**src/rtl/spi_prog_loader.sv**
```systemverilog
// SPI program loader: buffers deserialized words and writes them into ICCM over TL-UL.
// Define PROG_LOADER_CHECKSUM_EN to add the running checksum_o output.
module spi_prog_loader #(
  parameter int unsigned           DATA_WIDTH = 32,
  parameter int unsigned           ADDR_WIDTH = 32,
  parameter logic [ADDR_WIDTH-1:0] BASE_ADDR  = '0,
  parameter int unsigned           FIFO_DEPTH = 4,
  parameter int unsigned           MAX_WORDS  = 1024
) (
  input  logic                  clk_i,
  input  logic                  rst_ni,
  input  logic                  en_i,
  input  logic [DATA_WIDTH-1:0] rx_spi_inst_i,
  input  logic                  rx_spi_valid_i,
  output logic                  tl_a_valid_o,
  output logic [2:0]            tl_a_opcode_o,
  output logic [ADDR_WIDTH-1:0] tl_a_address_o,
  output logic [DATA_WIDTH-1:0] tl_a_data_o,
  output logic [3:0]            tl_a_mask_o,
  output logic [1:0]            tl_a_size_o,
  input  logic                  tl_a_ready_i,
  input  logic                  tl_d_valid_i,
  input  logic                  tl_d_error_i,
  output logic                  tl_d_ready_o,
  output logic [15:0]           word_count_o,
  output logic                  overflow_o,
  output logic                  error_o,
  output logic                  system_rst_no
`ifdef PROG_LOADER_CHECKSUM_EN
  ,
  output logic [31:0]           checksum_o
`endif
);

  localparam int unsigned PW = $clog2(FIFO_DEPTH);
  localparam int unsigned CW = $clog2(MAX_WORDS + 1);
  localparam logic [PW:0]   FULL_CNT = FIFO_DEPTH[PW:0];
  localparam logic [CW-1:0] MAX_CNT  = MAX_WORDS[CW-1:0];

  localparam logic [1:0] ST_IDLE = 2'd0;
  localparam logic [1:0] ST_REQ  = 2'd1;
  localparam logic [1:0] ST_RESP = 2'd2;
  localparam logic [1:0] ST_DONE = 2'd3;

  logic [1:0]            state_q, state_d;
  logic [DATA_WIDTH-1:0] mem_q [FIFO_DEPTH];
  logic [DATA_WIDTH-1:0] mem_d [FIFO_DEPTH];
  logic [PW:0]           wr_q, wr_d, rd_q, rd_d;
  logic [ADDR_WIDTH-1:0] ptr_q, ptr_d;
  logic [15:0]           cnt_q, cnt_d;
  logic [CW-1:0]         acc_q, acc_d;
  logic                  ovf_q, ovf_d;
  logic                  err_q, err_d;
  logic                  rel_q, rel_d;

  logic [PW:0] fifo_cnt;
  logic        fifo_empty, fifo_full;
  logic        pop, push, resp;

  always_comb begin
    fifo_cnt   = wr_q - rd_q;
    fifo_empty = (fifo_cnt == '0);
    fifo_full  = (fifo_cnt == FULL_CNT);
    pop        = (state_q == ST_REQ) && tl_a_ready_i;
    resp       = (state_q == ST_RESP) && tl_d_valid_i;
    // A full FIFO still accepts a word when the head leaves in the same cycle.
    push       = rx_spi_valid_i && (state_q != ST_DONE) && (acc_q < MAX_CNT) &&
                 (!fifo_full || pop);

    mem_d   = mem_q;
    wr_d    = wr_q;
    rd_d    = rd_q;
    acc_d   = acc_q;
    ovf_d   = ovf_q;
    ptr_d   = ptr_q;
    cnt_d   = cnt_q;
    err_d   = err_q;
    state_d = state_q;
    rel_d   = rel_q | (state_q == ST_DONE);

    if (push) begin
      mem_d[wr_q[PW-1:0]] = rx_spi_inst_i;
      wr_d                = wr_q + 1'b1;
      acc_d               = acc_q + 1'b1;
    end else if (rx_spi_valid_i) begin
      ovf_d = 1'b1;
    end
    if (pop) begin
      rd_d = rd_q + 1'b1;
    end

    case (state_q)
      ST_IDLE: begin
        if (!fifo_empty) begin
          state_d = ST_REQ;
        end else if (en_i) begin
          state_d = ST_DONE;
        end
      end
      ST_REQ: begin
        if (tl_a_ready_i) begin
          state_d = ST_RESP;
        end
      end
      ST_RESP: begin
        if (tl_d_valid_i) begin
          ptr_d   = ptr_q + ADDR_WIDTH'(4);
          cnt_d   = (cnt_q == 16'hFFFF) ? cnt_q : cnt_q + 16'd1;
          err_d   = err_q | tl_d_error_i;
          state_d = fifo_empty ? ST_IDLE : ST_REQ;
        end
      end
      default: state_d = ST_DONE;
    endcase
  end

  always_ff @(posedge clk_i or negedge rst_ni) begin
    if (!rst_ni) begin
      state_q <= ST_IDLE;
      mem_q   <= '{default: '0};
      wr_q    <= '0;
      rd_q    <= '0;
      ptr_q   <= BASE_ADDR;
      cnt_q   <= '0;
      acc_q   <= '0;
      ovf_q   <= 1'b0;
      err_q   <= 1'b0;
      rel_q   <= 1'b0;
    end else begin
      state_q <= state_d;
      mem_q   <= mem_d;
      wr_q    <= wr_d;
      rd_q    <= rd_d;
      ptr_q   <= ptr_d;
      cnt_q   <= cnt_d;
      acc_q   <= acc_d;
      ovf_q   <= ovf_d;
      err_q   <= err_d;
      rel_q   <= rel_d;
    end
  end

`ifdef PROG_LOADER_CHECKSUM_EN
  // The head is popped at the A handshake, so the in-flight word is kept for the D response.
  logic [DATA_WIDTH-1:0] fl_q, fl_d;
  logic [31:0]           csum_q, csum_d;

  always_comb begin
    fl_d   = pop ? mem_q[rd_q[PW-1:0]] : fl_q;
    csum_d = (resp && !tl_d_error_i) ? csum_q + fl_q : csum_q;
  end

  always_ff @(posedge clk_i or negedge rst_ni) begin
    if (!rst_ni) begin
      fl_q   <= '0;
      csum_q <= '0;
    end else begin
      fl_q   <= fl_d;
      csum_q <= csum_d;
    end
  end

  assign checksum_o = csum_q;
`endif

  assign tl_a_valid_o   = (state_q == ST_REQ);
  assign tl_a_opcode_o  = 3'h0;
  assign tl_a_address_o = ptr_q;
  assign tl_a_data_o    = mem_q[rd_q[PW-1:0]];
  assign tl_a_mask_o    = 4'hF;
  assign tl_a_size_o    = 2'h2;
  assign tl_d_ready_o   = (state_q == ST_RESP);
  assign word_count_o   = cnt_q;
  assign overflow_o     = ovf_q;
  assign error_o        = err_q;
  assign system_rst_no  = rel_q;

endmodule

```
**config.mk**
```make
export PLATFORM = sky130hd
export DESIGN_NAME = spi_prog_loader
export DESIGN_NICKNAME = d
export VERILOG_FILES = /design/src/rtl/spi_prog_loader.sv
export SDC_FILE = /design/constraint.sdc
export NUM_CORES = 1
export LEC_CHECK = 0
export CELL_PAD_IN_SITES_DETAIL_PLACEMENT = 1
export CELL_PAD_IN_SITES_GLOBAL_PLACEMENT = 2
export CORE_ASPECT_RATIO = 1.2
export CORE_UTILIZATION = 35
export CTS_CLUSTER_DIAMETER = 40
export DETAILED_ROUTE_END_ITERATION = 10
export GPL_TIMING_DRIVEN = 0
export PLACE_DENSITY_LB_ADDON = 0.25
export REMOVE_ABC_BUFFERS = 1
export SYNTH_ARGS = -nofsm -noshare
export SYNTH_HDL_FRONTEND = slang
export SYNTH_SLANG_ARGS = --single-unit
```
**constraint.sdc**
```tcl
create_clock -name clk_i -period 2.6 [get_ports clk_i]
set_input_delay 0.52 -clock clk_i [delete_from_list [all_inputs] [get_ports clk_i]]
set_output_delay 0.52 -clock clk_i [all_outputs]
set_load 0.03 [all_outputs]
```
==> out/metrics.yaml, run 1 <==
cts:
  cts-hold-fix-buffers: 0
  clk_path_buf_depth: 2
  cts_tree: "yes"
  htreeDepth: 4
  clk_latency_ps: 440
  cts_made_buffers: 17
  cts_sinks: 196
  clockRootBuffer: "clkbuf_16"
  clk_pin_slew_ps: 80
die:
  start_util: 0.356
  die_width_um: 151
  core-area_um2: 26200
  dieHeight_um: 181
  dieArea_um2: 27300
  io_pins: 133
  num_rows: 65
logic_synthesis:
  seq_area_frac_synth: 0.526
  avgSynthCellArea_um2: 15.5
  synth_common_cells: "dfrtp_1 (196), mux2_4 (119), xnor2_1 (40)"
  yosys_warnings: 0
  synth_area_leaders: "dfrtp_1 (53%), mux2_4 (19%), mux4_2 (7.7%), xnor2_1 (3.8%), buf_6 (1.9%)"
  synth_ff_type: "dfrtp_1"
  yosysMostFrequentCell: "dfrtp_1"
  synth.distinct_cells: 45
  netlist_area_um2: 9320
  synthesis.instances: 602
  synth_edf_count: 0
  async_flop_share: 1.00
  ys_ff_latch: 196
  synth_area_leader_cell: "dfrtp_1"
  synth_top_area_share: 0.526
detailed_routing:
  routed_via_density: 4.93
  wirelength_um: 21500
  antenna_left: 0
  drc: 0
  vias: 5319
  wire_per_inst_um: 19.9
  drt_first_pass_iters: 4
  drt_iter0_markers: 198
cells_and_area:
  multi_input_area_um2: 4140
  ff_latch_area_um2: 4910
  nFillCells: 2619
  syn_to_final_growth_pct: 24.3
  nNetsFinal: 780
  layoutNonFillerInstCount: 1080
  drive_gt1_frac: 0.331
power:
  p_sw_frac: 0.347
  switching_power_w: 0.00478
  p_leak_nw: 5.08
  clkPwrFrac: 0.205
  p_comb_frac: 0.436
  power_density_nw_per_um2: 1190
  internal-power_w: 0.00899
  ir_worst_vdd_uv: 458
  pwr-share-seq: 0.359
sta:
  fin_worst_skew_ps: 11.6
  hold_slack_ps: 46.2
  fmax_mhz: 393
  hold_viol_final: 0
  rsz0062_at_grt: "true"
  fin_crit_ps: 2540
  layout_worst_path_cycle_share: 0.978
  fin_ws_ps: 55.9
  setup_viol: 0
  worstMarginPinSlew_ps: 624
  relSlewSlack: 0.584
  slew_viol_final: 0
global_routing:
  antenna_found_initial: 1
  grt_pass1_vias: 6152
  gr-total-overflow: 0
  grt_pass1_wl_um: 35200
  grt_usage: 0.168
  grt_max_degree: 119
setup_path:
  ff2ff_path_depth: 8
  critPathRequiredTime_ps: 2080
  crit_type: "register to output port"
  cp-end-kind: "output port"
  crit_fanout: 14
  startpoint_type: "register"
  worstPathArrival_ps: 2020
placement:
  dp.cells: 1037
  port_buffers: 121
  pre_cts_ws_ps: -487
  place.gp.congestion: 0.723
  hpwl_um: 14000
run:
  cap_violations: 0
run_status:
  status: "finished, final reports clean"
hold_path:
  holdCritPathClass: "input pin to asynchronous set/reset pin"
repair_timing:
| item | 4_1_cts | 5_1_grt |
|---|---|---|
| buffers inserted | 7 | 2 |
| setup endpoints to repair | 161 | 36 |
| gates cloned | 0 | 1 |
| pin swaps | 3 | 1 |
| resized for setup | 58 | 12 |
metrics by stage:
step                 util  power (W)  TNS (ps)  instance area [µm²]
finish              0.442     0.0138         0                11600
global route        0.442     0.0145     -46.6                11600
CTS                 0.441     0.0139     -36.7                11600
detailed placement  0.414     0.0112    -37980                10800
global placement    0.408     0.0109  -1789990                10700
floorplan               -    0.00904   -181560                 9040
flip-flops by register name, summed over array words and instances (netlist names):
signal	flops
mem_q	128
tl_a_address_o	30
word_count_o	16
acc_q	11
rd_q	3
wr_q	3
state_q	2
error_o	1
overflow_o	1
system_rst_no	1
critical path: stages, from the launching register on:
cell and delay [ps]:
dfrtp_4 490, buf_12 190, mux4_2 510, dlygate4sd2_1 390
logic make-up (layout without fill, tap and decap cells):
group,count (synthesis),in the layout,synth area share
muxes,164,164,0.285
other,2,12,0.000806
adders and majority gates,10,10,0.0134
xor gates and xnor gates,59,59,0.0563
AOI/OAI and AO/OA,8,8,0.00591
buffers and inverters,43,176,0.0352
DFF,196,196,0.526
and+or+nand+nor,120,120,0.0771
final timing paths:
kind	from	end	slack, ps
max in group asynchronous	rst_ni	rd_q[0]$_DFFE_PN0P_	1490
hold / removal	rst_ni	mem_q[104]$_DFFE_PN0P_	50
min in group clk_i	error_o$_DFFE_PN0P_	error_o$_DFFE_PN0P_	470
setup / recovery	rd_q[0]$_DFFE_PN0P_	tl_a_data_o[4]	60
hold reg to reg	error_o$_DFFE_PN0P_	error_o$_DFFE_PN0P_	470
setup reg to reg	rd_q[0]$_DFFE_PN0P_	mem_q[126]$_DFFE_PN0P_	180
layer usage:
layer  vias to the layer above  share of wire  GRT usage
li1                       2396              -          -
met1                      2794           0.44      0.214
met2                       111           0.50      0.279
met3                        18          0.050     0.0460
met4                         0          0.011     0.0452
met5                         -              0          0
power by group through the flow:
stage / Sequential, W / Combinational, W / Clock [W]
floorplan: 0.00496 / 0.00407 / 0
global placement: 0.00511 / 0.00578 / 0
detailed placement: 0.00504 / 0.00613 / 0
CTS: 0.00495 / 0.00607 / 0.00291
global route: 0.00510 / 0.00642 / 0.00302
finish: 0.00494 / 0.00600 / 0.00282
final cells by class:
cell class | instances | share of cell area
flip-flops and latches | 196 | 0.424
multi-input cells | 372 | 0.357
repair buffers | 138 | 0.127
clock buffers | 19 | 0.0391
well taps | 335 | 0.0362
clock inverters | 13 | 0.0147
inverters | 6 | 0.00194
diodes | 1 | 0.000216
cells in the final DEF, fill, tap and decap left out, types with 10 or more instances in the layout:
master and n:
nand3_1 15, xor2_1 18, mux2_4 119, mux4_2 32
xnor2_1 40, nand4_1 17, conb_1 11, mux2_2 13
dfrtp_1 194, ha_1 10, nand2_1 29, clkdlybuf4s50_1 88
clkbuf_16 18, dlygate4sd2_1 12
(Power assumes the default switching activity.)
==> run 2: changes to the inputs <==
--- a/constraint.sdc
+++ b/constraint.sdc
@@ -3,2 +3,2 @@
 set_output_delay 0.52 -clock clk_i [all_outputs]
-set_load 0.03 [all_outputs]
+set_load 0.05 [all_outputs]
==> out/metrics.yaml, run 2 (synthesis gave the netlist of run 1 again) <==
setup_path:
  crit_family: "buffers and inverters"
  crit_cells: 4  # +1
  cp-end-kind: "output port"
  critPathRequiredTime_ps: 2080  # about the same
  slowest_delay_ps: 510  # about the same
  ff2ff_path_depth: 8  # unchanged
  crit_chain: "buf_4 -> buf_4 -> mux4_2 -> buf_2"
  cp_slowest_cell: "mux4_2"
  startpoint_type: "register"
  crit_type: "register to output port"
  worstPathArrival_ps: 2000  # -20 ps
  crit_fanout: 5  # -9
  path_common_cell: "buf_4"
  cp_num_buf_inv: 3  # +1
sta:
  relSlewSlack: 0.544  # -0.0404
  worstMarginPinSlew_ps: 685  # +60.6 ps
  rsz0062_at_grt: "false"
  fin_ws_ps: 77.8  # +21.9 ps
  fin_worst_skew_ps: 13.6  # +1.93 ps
  fmax_mhz: 396  # +0.87%
  hold_viol_final: 0  # unchanged
  layout_worst_path_cycle_share: 0.970  # -0.00842
  slew_viol_final: 0  # unchanged
  setup_viol: 0  # unchanged
  fin_crit_ps: 2520  # -21.9 ps
cts:
  cts_tree: "yes"
  cts_made_buffers: 17  # unchanged
  cts_sinks: 196  # unchanged
  htreeDepth: 4  # unchanged
  clk_pin_slew_ps: 80  # about the same
  cts-hold-fix-buffers: 0  # unchanged
  clockRootBuffer: "clkbuf_16"
  clk_latency_ps: 440  # about the same
  clk_path_buf_depth: 2  # unchanged
cells_and_area:
  ff_latch_area_um2: 4910  # unchanged
  largest_reg_flops: 128  # unchanged
  largest-register: "mem_q"
  final_common_cell: "dfrtp_1"
  nFillCells: 2644  # +0.95%
  drive_gt1_frac: 0.353  # +0.0228
  final_cell_mix: "dfrtp_1 (194), mux2_4 (119), clkdlybuf4s50_1 (87), xnor2_1 (40), mux4_2 (32)"
  syn_to_final_growth_pct: 23.2
  multi_input_area_um2: 4140  # unchanged
  nNetsFinal: 783  # +0.38%
placement:
  pre_cts_ws_ps: -487  # unchanged
  place.gp.congestion: 0.723  # unchanged
  hpwl_um: 14000  # unchanged
  port_buffers: 121  # unchanged
detailed_routing:
  routed_via_density: 4.89  # -0.63%
  drt_first_pass_iters: 4  # unchanged
  drt_iter0_markers: 220  # +11%
  vias: 5300  # -0.36%
  wire_per_inst_um: 20.0  # +0.39%
  antenna_left: 0  # unchanged
  drc: 0  # unchanged
  wirelength_um: 21600  # +0.67%
global_routing:
  grt_pass1_vias: 6171  # +0.31%
  antenna_found_initial: 1  # unchanged
  grt_max_degree: 119  # unchanged
  grt_pass1_wl_um: 35500  # +0.64%
  gr-total-overflow: 0  # unchanged
  grt_usage: 0.169  # +0.00133
die:
  num_rows: 65  # unchanged
  dieArea_um2: 27300  # unchanged
  dieHeight_um: 181  # unchanged
  die_width_um: 151  # unchanged
  start_util: 0.356  # unchanged
  io_pins: 133  # unchanged
  core-area_um2: 26200  # unchanged
power:
  total_power_w: 0.0145  # +5.2%
  p_leak_nw: 5.07  # about the same
  ir_worst_vdd_uv: 431  # -5.9%
  power_density_nw_per_um2: 1260  # +6.2%
run_status:
  status: "finished, final reports clean"
hold_path:
  holdCritPathClass: "input pin to asynchronous set/reset pin"
run:
  cap_violations: 0  # unchanged
==> run 2: cell count changes in the layout (fill, tap and decap cells not counted) <==
cell | before | now
buf_4 | 6 | 11
dlygate4sd2_1 | 12 | 5
clkdlybuf4s15_1 | 7 | 0
clkbuf_2 | 4 | 0
clkdlybuf4s15_2 | 9 | 1
clkbuf_16 | 18 | 17
clkdlybuf4s50_1 | 88 | 87
buf_2 | 0 | 26
==> run 2: metrics by stage <==
stage               hold slack (ps)   util  area [µm²]  setup TNS [ps]  instances
CTS                            82.3  0.438       11500           -97.4       1081
global route                   90.2  0.438       11500               0       1082
global placement                441  0.408       10700        -1793450       1030
finish                         44.8  0.438       11500               0       1083
detailed placement              449  0.414       10800          -40330       1037
floorplan                       224      -        9040         -183450        574
==> run 2: path summary, 6_finish.rpt <==
| kind | startpoint | end | slack (ps) |
|---|---|---|---|
| setup / recovery | rd_q[0]$_DFFE_PN0P_ | tl_a_data_o[11] | 80 |
| hold / removal | rst_ni | mem_q[104]$_DFFE_PN0P_ | 40 |
| setup reg to reg | wr_q[0]$_DFFE_PN0P_ | mem_q[16]$_DFFE_PN0P_ | 250 |
| hold reg to reg | acc_q[8]$_DFFE_PN0P_ | acc_q[8]$_DFFE_PN0P_ | 470 |
| max in group asynchronous | rst_ni | mem_q[63]$_DFFE_PN0P_ | 1440 |
| min in group clk_i | acc_q[8]$_DFFE_PN0P_ | acc_q[8]$_DFFE_PN0P_ | 470 |
==> run 2: power by group <==
group,switching [W],internal [W]
clock network,0.00123,0.00158
registers,0.000765,0.00417
logic,0.00363,0.00308
==> run 2: layout make-up <==
cell class / instances / share of cell area
antenna: 1 / 0.000218
clock buffer: 19 / 0.0395
clock inverter: 13 / 0.0148
inverter: 6 / 0.00196
multi-input combinational: 372 / 0.361
sequential: 196 / 0.428
tap: 335 / 0.0365
timing repair buffer: 141 / 0.119
==> run 2: per-layer routing <==
metal	part of all wire	GRT usage
met2	0.50	0.281
met5	0	0
met3	0.048	0.0460
met1	0.44	0.215
met4	0.0090	0.0452
==> run 2: what timing repair did <==
action / 4_1_cts / 5_1_grt
resized for setup: 146 / 4
pin swaps: 1 / 1
endpoints found under the setup margin: 162 / 27
gates cloned: 0 / 0
setup buffers: 12 / 2
